==> config.mk <==
export PLATFORM = sky130hd
export DESIGN_NAME = imm_extend_pipe
export DESIGN_NICKNAME = d
export VERILOG_FILES = /design/src/rtl/imm_extend_pipe_pkg.sv /design/src/rtl/imm_extend_pipe_select.sv /design/src/rtl/imm_extend_pipe.sv
export SDC_FILE = /design/constraint.sdc
export NUM_CORES = 1
export LEC_CHECK = 0
export BUFFER_PORTS_ARGS = -buffer_cell sky130_fd_sc_hd__buf_2
export CORE_ASPECT_RATIO = 1.2
export CORE_MARGIN = 5
export CORE_UTILIZATION = 40
export DETAILED_ROUTE_END_ITERATION = 12
export PLACE_DENSITY = 0.59
export SLEW_MARGIN = 20
export SYNTH_ARGS = -nofsm -noshare
export SYNTH_HDL_FRONTEND = slang
export SYNTH_SLANG_ARGS = --single-unit
==> constraint.sdc <==
create_clock -name clk -period 4.65 [get_ports clk]
set_input_delay 0.93 -clock clk [delete_from_list [all_inputs] [get_ports clk]]
set_output_delay 0.93 -clock clk [all_outputs]
set_load 0.01 [all_outputs]
==> src/rtl/imm_extend_pipe_pkg.sv <==
// -----------------------------------------------------------------------------
// imm_extend_pipe_pkg
//   Shared high-level control definitions for the Register-stage immediate path.
//   Holds the immediate-format select enum (including CSR zimm) and a helper
//   giving the shift-amount width for a given XLEN.
// -----------------------------------------------------------------------------
package imm_extend_pipe_pkg;

    // Immediate format select. Encoding 3'd7 is left undefined and is reported
    // as illegal by the decoder.
    typedef enum logic [2:0] {
        IMM_11T0 = 3'd0,
        S_TYPE   = 3'd1,
        B_TYPE   = 3'd2,
        U_TYPE   = 3'd3,
        J_TYPE   = 3'd4,
        IMM_4T0  = 3'd5,
        Z_IMM    = 3'd6
    } imm_src_t;

    localparam int IMM_SRC_W = 3;

    // RV64 shifts use a 6-bit shamt, RV32 a 5-bit one.
    function automatic int imm_shamt_w(input int xlen);
        return (xlen == 64) ? 6 : 5;
    endfunction

endpackage

==> src/rtl/imm_extend_pipe_select.sv <==
// -----------------------------------------------------------------------------
// imm_extend_pipe_select  (module imm_select)
//   Purely combinational immediate decode.
//   Ports:
//     instr   in  32    raw instruction word
//     immsrc  in  3     immediate format select (imm_src_t)
//     imm     out XLEN  sign/zero extended immediate
//     illegal out 1     immsrc is not a defined encoding
// -----------------------------------------------------------------------------
module imm_select
    import imm_extend_pipe_pkg::*;
#(
    parameter int XLEN = 32
) (
    input  logic [31:0]     instr,
    input  imm_src_t        immsrc,
    output logic [XLEN-1:0] imm,
    output logic            illegal
);

    localparam int SHAMT_W = imm_shamt_w(XLEN);

    logic        s;
    logic [63:0] imm64;
    logic        unused_bits;

    assign s = instr[31];

    // Every format is built at 64 bits and then truncated, so the RV32 and
    // RV64 variants share one decode table.
    always_comb begin
        imm64   = '0;
        illegal = 1'b0;
        case (immsrc)
            IMM_11T0: imm64 = {{52{s}}, instr[31:20]};
            S_TYPE:   imm64 = {{52{s}}, instr[31:25], instr[11:7]};
            B_TYPE:   imm64 = {{51{s}}, instr[31], instr[7], instr[30:25], instr[11:8], 1'b0};
            U_TYPE:   imm64 = {{32{s}}, instr[31:12], 12'b0};
            J_TYPE:   imm64 = {{43{s}}, instr[31], instr[19:12], instr[20], instr[30:21], 1'b0};
            IMM_4T0:  imm64[SHAMT_W-1:0] = instr[20 +: SHAMT_W];
            Z_IMM:    imm64 = {59'b0, instr[19:15]};
            default:  illegal = 1'b1;
        endcase
    end

    assign imm = imm64[XLEN-1:0];

    // Opcode bits and the upper half at XLEN=32 are intentionally unused.
    assign unused_bits = ^{instr[6:0], imm64};

endmodule

==> src/rtl/imm_extend_pipe.sv <==
// -----------------------------------------------------------------------------
// imm_extend_pipe
//   Registered immediate generator with a valid/ready handshake. A main
//   register (M) drives the outputs; a skid register (K) catches one extra
//   entry while Execute stalls, so in_ready depends only on state.
//   Ports:
//     clk, reset          clock and asynchronous active-high reset
//     flush               synchronous squash of all held entries
//     in_valid/in_ready   upstream handshake (in_ready = !K.valid)
//     in_instr/in_immsrc  instruction and immediate format select
//     in_tag              sideband tag carried unmodified
//     out_valid/out_ready downstream handshake
//     out_imm/out_tag     immediate and tag of the entry in M
//     out_illegal         immsrc of that entry was undefined
// -----------------------------------------------------------------------------
module imm_extend_pipe
    import imm_extend_pipe_pkg::*;
#(
    parameter int XLEN  = 32,
    parameter int TAG_W = 5
) (
    input  logic             clk,
    input  logic             reset,
    input  logic             flush,
    input  logic             in_valid,
    output logic             in_ready,
    input  logic [31:0]      in_instr,
    input  imm_src_t         in_immsrc,
    input  logic [TAG_W-1:0] in_tag,
    output logic             out_valid,
    input  logic             out_ready,
    output logic [XLEN-1:0]  out_imm,
    output logic [TAG_W-1:0] out_tag,
    output logic             out_illegal
);

    if (XLEN != 32 && XLEN != 64) begin : g_bad_xlen
        $error("imm_extend_pipe: XLEN must be 32 or 64");
    end

    logic [XLEN-1:0] new_imm;
    logic            new_illegal;

    imm_select #(.XLEN(XLEN)) u_select (
        .instr   (in_instr),
        .immsrc  (in_immsrc),
        .imm     (new_imm),
        .illegal (new_illegal)
    );

    logic             m_valid_q, m_valid_d;
    logic [XLEN-1:0]  m_imm_q,   m_imm_d;
    logic [TAG_W-1:0] m_tag_q,   m_tag_d;
    logic             m_ill_q,   m_ill_d;
    logic             k_valid_q, k_valid_d;
    logic [XLEN-1:0]  k_imm_q,   k_imm_d;
    logic [TAG_W-1:0] k_tag_q,   k_tag_d;
    logic             k_ill_q,   k_ill_d;

    logic accept;
    logic drain;

    assign in_ready = ~k_valid_q;
    assign accept   = in_valid & in_ready;
    assign drain    = m_valid_q & out_ready;

    // Next-state for M and K in priority order. When K holds an entry
    // in_ready is low, so an accept never coincides with a K->M move.
    always_comb begin
        m_valid_d = m_valid_q;
        m_imm_d   = m_imm_q;
        m_tag_d   = m_tag_q;
        m_ill_d   = m_ill_q;
        k_valid_d = k_valid_q;
        k_imm_d   = k_imm_q;
        k_tag_d   = k_tag_q;
        k_ill_d   = k_ill_q;
        if (flush) begin
            m_valid_d = 1'b0;
            k_valid_d = 1'b0;
        end else if (k_valid_q && drain) begin
            m_valid_d = 1'b1;
            m_imm_d   = k_imm_q;
            m_tag_d   = k_tag_q;
            m_ill_d   = k_ill_q;
            k_valid_d = 1'b0;
        end else if (accept && (!m_valid_q || drain)) begin
            m_valid_d = 1'b1;
            m_imm_d   = new_imm;
            m_tag_d   = in_tag;
            m_ill_d   = new_illegal;
        end else if (accept) begin
            k_valid_d = 1'b1;
            k_imm_d   = new_imm;
            k_tag_d   = in_tag;
            k_ill_d   = new_illegal;
        end else if (drain) begin
            m_valid_d = 1'b0;
        end
    end

    // Data registers are reset too so the outputs read zero after reset.
    always_ff @(posedge clk or posedge reset) begin
        if (reset) begin
            m_valid_q <= 1'b0;
            m_imm_q   <= '0;
            m_tag_q   <= '0;
            m_ill_q   <= 1'b0;
            k_valid_q <= 1'b0;
            k_imm_q   <= '0;
            k_tag_q   <= '0;
            k_ill_q   <= 1'b0;
        end else begin
            m_valid_q <= m_valid_d;
            m_imm_q   <= m_imm_d;
            m_tag_q   <= m_tag_d;
            m_ill_q   <= m_ill_d;
            k_valid_q <= k_valid_d;
            k_imm_q   <= k_imm_d;
            k_tag_q   <= k_tag_d;
            k_ill_q   <= k_ill_d;
        end
    end

    assign out_valid   = m_valid_q;
    assign out_imm     = m_imm_q;
    assign out_tag     = m_tag_q;
    assign out_illegal = m_ill_q;

endmodule

==> out/qor.csv <==
stage,metric,value,unit
pwr,p_per_area,435,nW/um^2
pwr,p_comb_frac,0.185,
global_route,antenna_found_initial,0,
synth,ys_seq_elements,78,
die,core,9610,sq um
setup_path,worstPathRequired,4.87,ns
synth,synth_common_cells,"nand2_1 (84), dfrtp_1 (78), nor2_1 (38)",
timing,min_period,2.46,ns
global_route,grt_usage,0.176,
clock_network,clock-sinks,78,
pwr,sw_frac_of_total,0.277,
timing,slew_viol_final,0,
synth,synthSimpleGateAreaFrac,0.210,
synth,synth_fp_nets,482,
timing,finClkSkew,0.00764,ns
synth,yosys.area.top_type_share,0.492,
synth,netlist_area,3970,sq um
cells_and_area,area_growth_syn_to_layout,17.1,%
die,initial_core_util,0.413,
die,die_y,119,um
cells_and_area,layout-drive-gt1-share,0.211,
routing,via_count,3363,
timing,hold_viol_final,0,
hold_path,min_path_type,flip-flop to flip-flop,
synth,synth_top_cell_by_area,dfrtp_1,
timing,rsz0062_at_grt,no,
die,dieWidth,101,um
synth,synthMuxAreaShare,0.0255,
setup_path,cpPeakStageDelay,0.54,ns
setup_path,critical_path.max_fanout,56,
routing,drcViolationCount,0,
setup_path,worstRegToRegCells,5,
cells_and_area,num-fill-cells,941,
placed_design,hpwl,6710,um
routing,drtIter0Drc,123,
routing,via_per_inst,5.46,
clock_network,clock_latency,0.33,ns
routing,wl_per_cell,16.3,um
placed_design,placed_cell_area,4340,sq um
synth,synth_edf_count,0,
setup_path,crit_type,input pin to flip-flop,
clock_network,clkTransAtPathRegs,0.06,ns
global_route,grt-ovfl-total,0,
setup_path,worst_path_max_delay_cell,buf_4,
pwr,p_leak,2.21,nW
clock_network,postCtsResizedCells,0,
timing,slew_headroom,0.410,
clock_network,cts_buffer_depth,2,
pwr,p_switching,561,uW
routing,drtAntennaViolNets,0,
pwr,power,2.02,mW
placed_design,place.gp.congestion,0.805,
setup_path,critical_path.startpoint_type,input pin,
pwr,p_seq_frac,0.448,
synth,synth_xor_area_frac,0,
synth,synth_compound_area_frac,0.213,
routing,detail_route.wirelength,10100,um
die,fp.dieArea,12000,sq um
run_status,status,finished clean,
timing,fin_crit_sh,0.529,
run,drv_cap,0,
synth,yosys.area_share.adder,0.00284,
cells_and_area,insertedDiodeCount,0,
timing,tns,0,ns
global_route,grt_max_degree,57,
setup_path,cp-end-kind,flip-flop,
clock_network,cts_inserted_buffers,9,
synth,yosysWarningCount,0,
timing,setup_viol,0,
synth,avgSynthCellArea,9.08,sq um
synth,synthTopCellsByArea,"dfrtp_1 (49%), nand2_1 (7.9%), nor2_1 (3.6%)",
timing,worstMarginPinSlew,0.883,ns
pwr,power_frac_clock,0.368,
pwr,intPower,1.46,mW
clock_network,cts_setup_buffers,0,
synth,ys.flop_type,dfrtp_1,
placed_design,portBuffers,77,
cells_and_area,final_net_count,535,
global_route,grt_pass1_vias,3346,
synth,synthArstFlopShare,1.00,
pwr,ir_drop,181,uV
synth,synth_cell_type_count,43,
die,io_pins,85,
clock_network,h-tree-depth,3,
routing,drt_first_pass_iters,4,
synth,yosys.cell_count.top_type,nand2_1,
clock_network,ctsHoldBuffers,0,
synth,synth-seq-area-share,0.492,
hold_path,holdPathStages,1,
die,fp-row-count,39,
global_route,grt_pass1_wl,16900,um
setup_path,path_cells,"buf_2, and2_1, o221ai_4, buf_4, a311oi_1, a21o_1",
clock_network,cts_tree,done,
synth,synth_top_family_by_area,compound AO/OA/AOI/OAI gates,
clock_network,cts_root_buf,clkbuf_16,
setup_path,critPathArrivalTime,2.68,ns
synth,synthCells,437,
timing,fmax,0.406,GHz
cells_and_area,design_area,4650,sq um
[sequential cells by signal, summed over array words and instances (netlist names)]
signal / flops
k_imm_q: 32
out_imm: 32
k_tag_q: 5
out_tag: 5
k_ill_q: 1
k_valid_q: 1
out_illegal: 1
out_valid: 1
[area by class of cell]
cell class / instances / area [sq um] / area share
Clock buffer: 10 / 239 / 0.0514
Clock inverter: 4 / 72.6 / 0.0156
Inverter: 4 / 16.3 / 0.00350
Multi-Input combinational cell: 316 / 1800 / 0.387
Sequential cell: 78 / 1950 / 0.420
Tap cell: 123 / 154 / 0.0331
Timing Repair Buffer: 81 / 415 / 0.0893
[through the flow]
step	cells	setup WS [ns]	util	hold WS [ns]
2_1_floorplan	437	1.72	-	0.444
3_3_place_gp	602	1.85	0.451	0.457
3_5_place_dp	602	1.82	0.451	0.465
4_1_cts	616	2.17	0.484	0.478
5_1_grt	616	2.01	0.484	0.490
6_report	616	2.19	0.484	0.471
[final timing paths]
kind	from	end	slack [ns]
worst min-delay path	out_imm[30]	out_imm[30]	0.47
min in group asynchronous	reset	out_imm[29]	0.75
worst max register to register	out_valid	out_imm[24]	2.44
worst min register to register	out_imm[30]	out_imm[30]	0.47
max in group asynchronous	reset	out_valid	3.01
worst max-delay path	out_ready	out_imm[24]	2.19
[layout by cell type (no fill, tap or decap), types with 4 or more instances in the layout]
cell type / synthesis / layout
o21ai_1: 13 / 13
o21ai_0: 27 / 27
buf_4: 6 / 4
a311oi_1: 11 / 11
dfrtp_1: 78 / 78
mux2i_1: 9 / 9
o22ai_1: 4 / 4
a21oi_1: 21 / 21
nand2_1: 84 / 84
nand2b_1: 9 / 9
a21o_1: 12 / 12
nand3b_1: 9 / 9
a221oi_1: 5 / 5
buf_2: 11 / 77
o211ai_1: 8 / 8
nor2b_1: 6 / 6
o21a_1: 6 / 6
a221o_1: 4 / 4
nor2_1: 38 / 38
nand3_1: 10 / 10
a211oi_1: 4 / 4
a31oi_1: 11 / 11
nand4_1: 8 / 8
clkbuf_16: 0 / 9
[logic make-up (layout without fill, tap and decap cells)]
logic type / count (synthesis) / in the layout
AO/OA/AOI/OAI: 130 / 130
adder cells (fa/ha/maj): 1 / 1
buffers and inverters: 43 / 99
flip-flops: 78 / 78
multiplexers: 10 / 10
AND/OR/NAND/NOR: 175 / 175
[routing by layer]
| metal | vias up | track usage | share of wire |
|---|---|---|---|
| li1 | 1647 | - | - |
| met5 | - | 0 | 0 |
| met2 | 100 | 0.272 | 0.47 |
| met4 | 0 | 0.0798 | 0.028 |
| met1 | 1600 | 0.238 | 0.45 |
| met3 | 16 | 0.0351 | 0.052 |
[critical path: cells and delay by family]
kind            cells  cell delay, ns
simple gates        1            0.29
compound gates      3            0.76
buf+inv             2            0.68
[power groups by stage]
stage,clock network (mW),logic (mW),registers [mW]
after CTS,0.757,0.381,0.906
after global routing,0.789,0.427,0.925
after global placement,0,0.372,0.910
final,0.743,0.374,0.905
after detailed placement,0,0.378,0.918
after floorplan,0,0.215,0.932
Power figures use the tool's default switching activity.
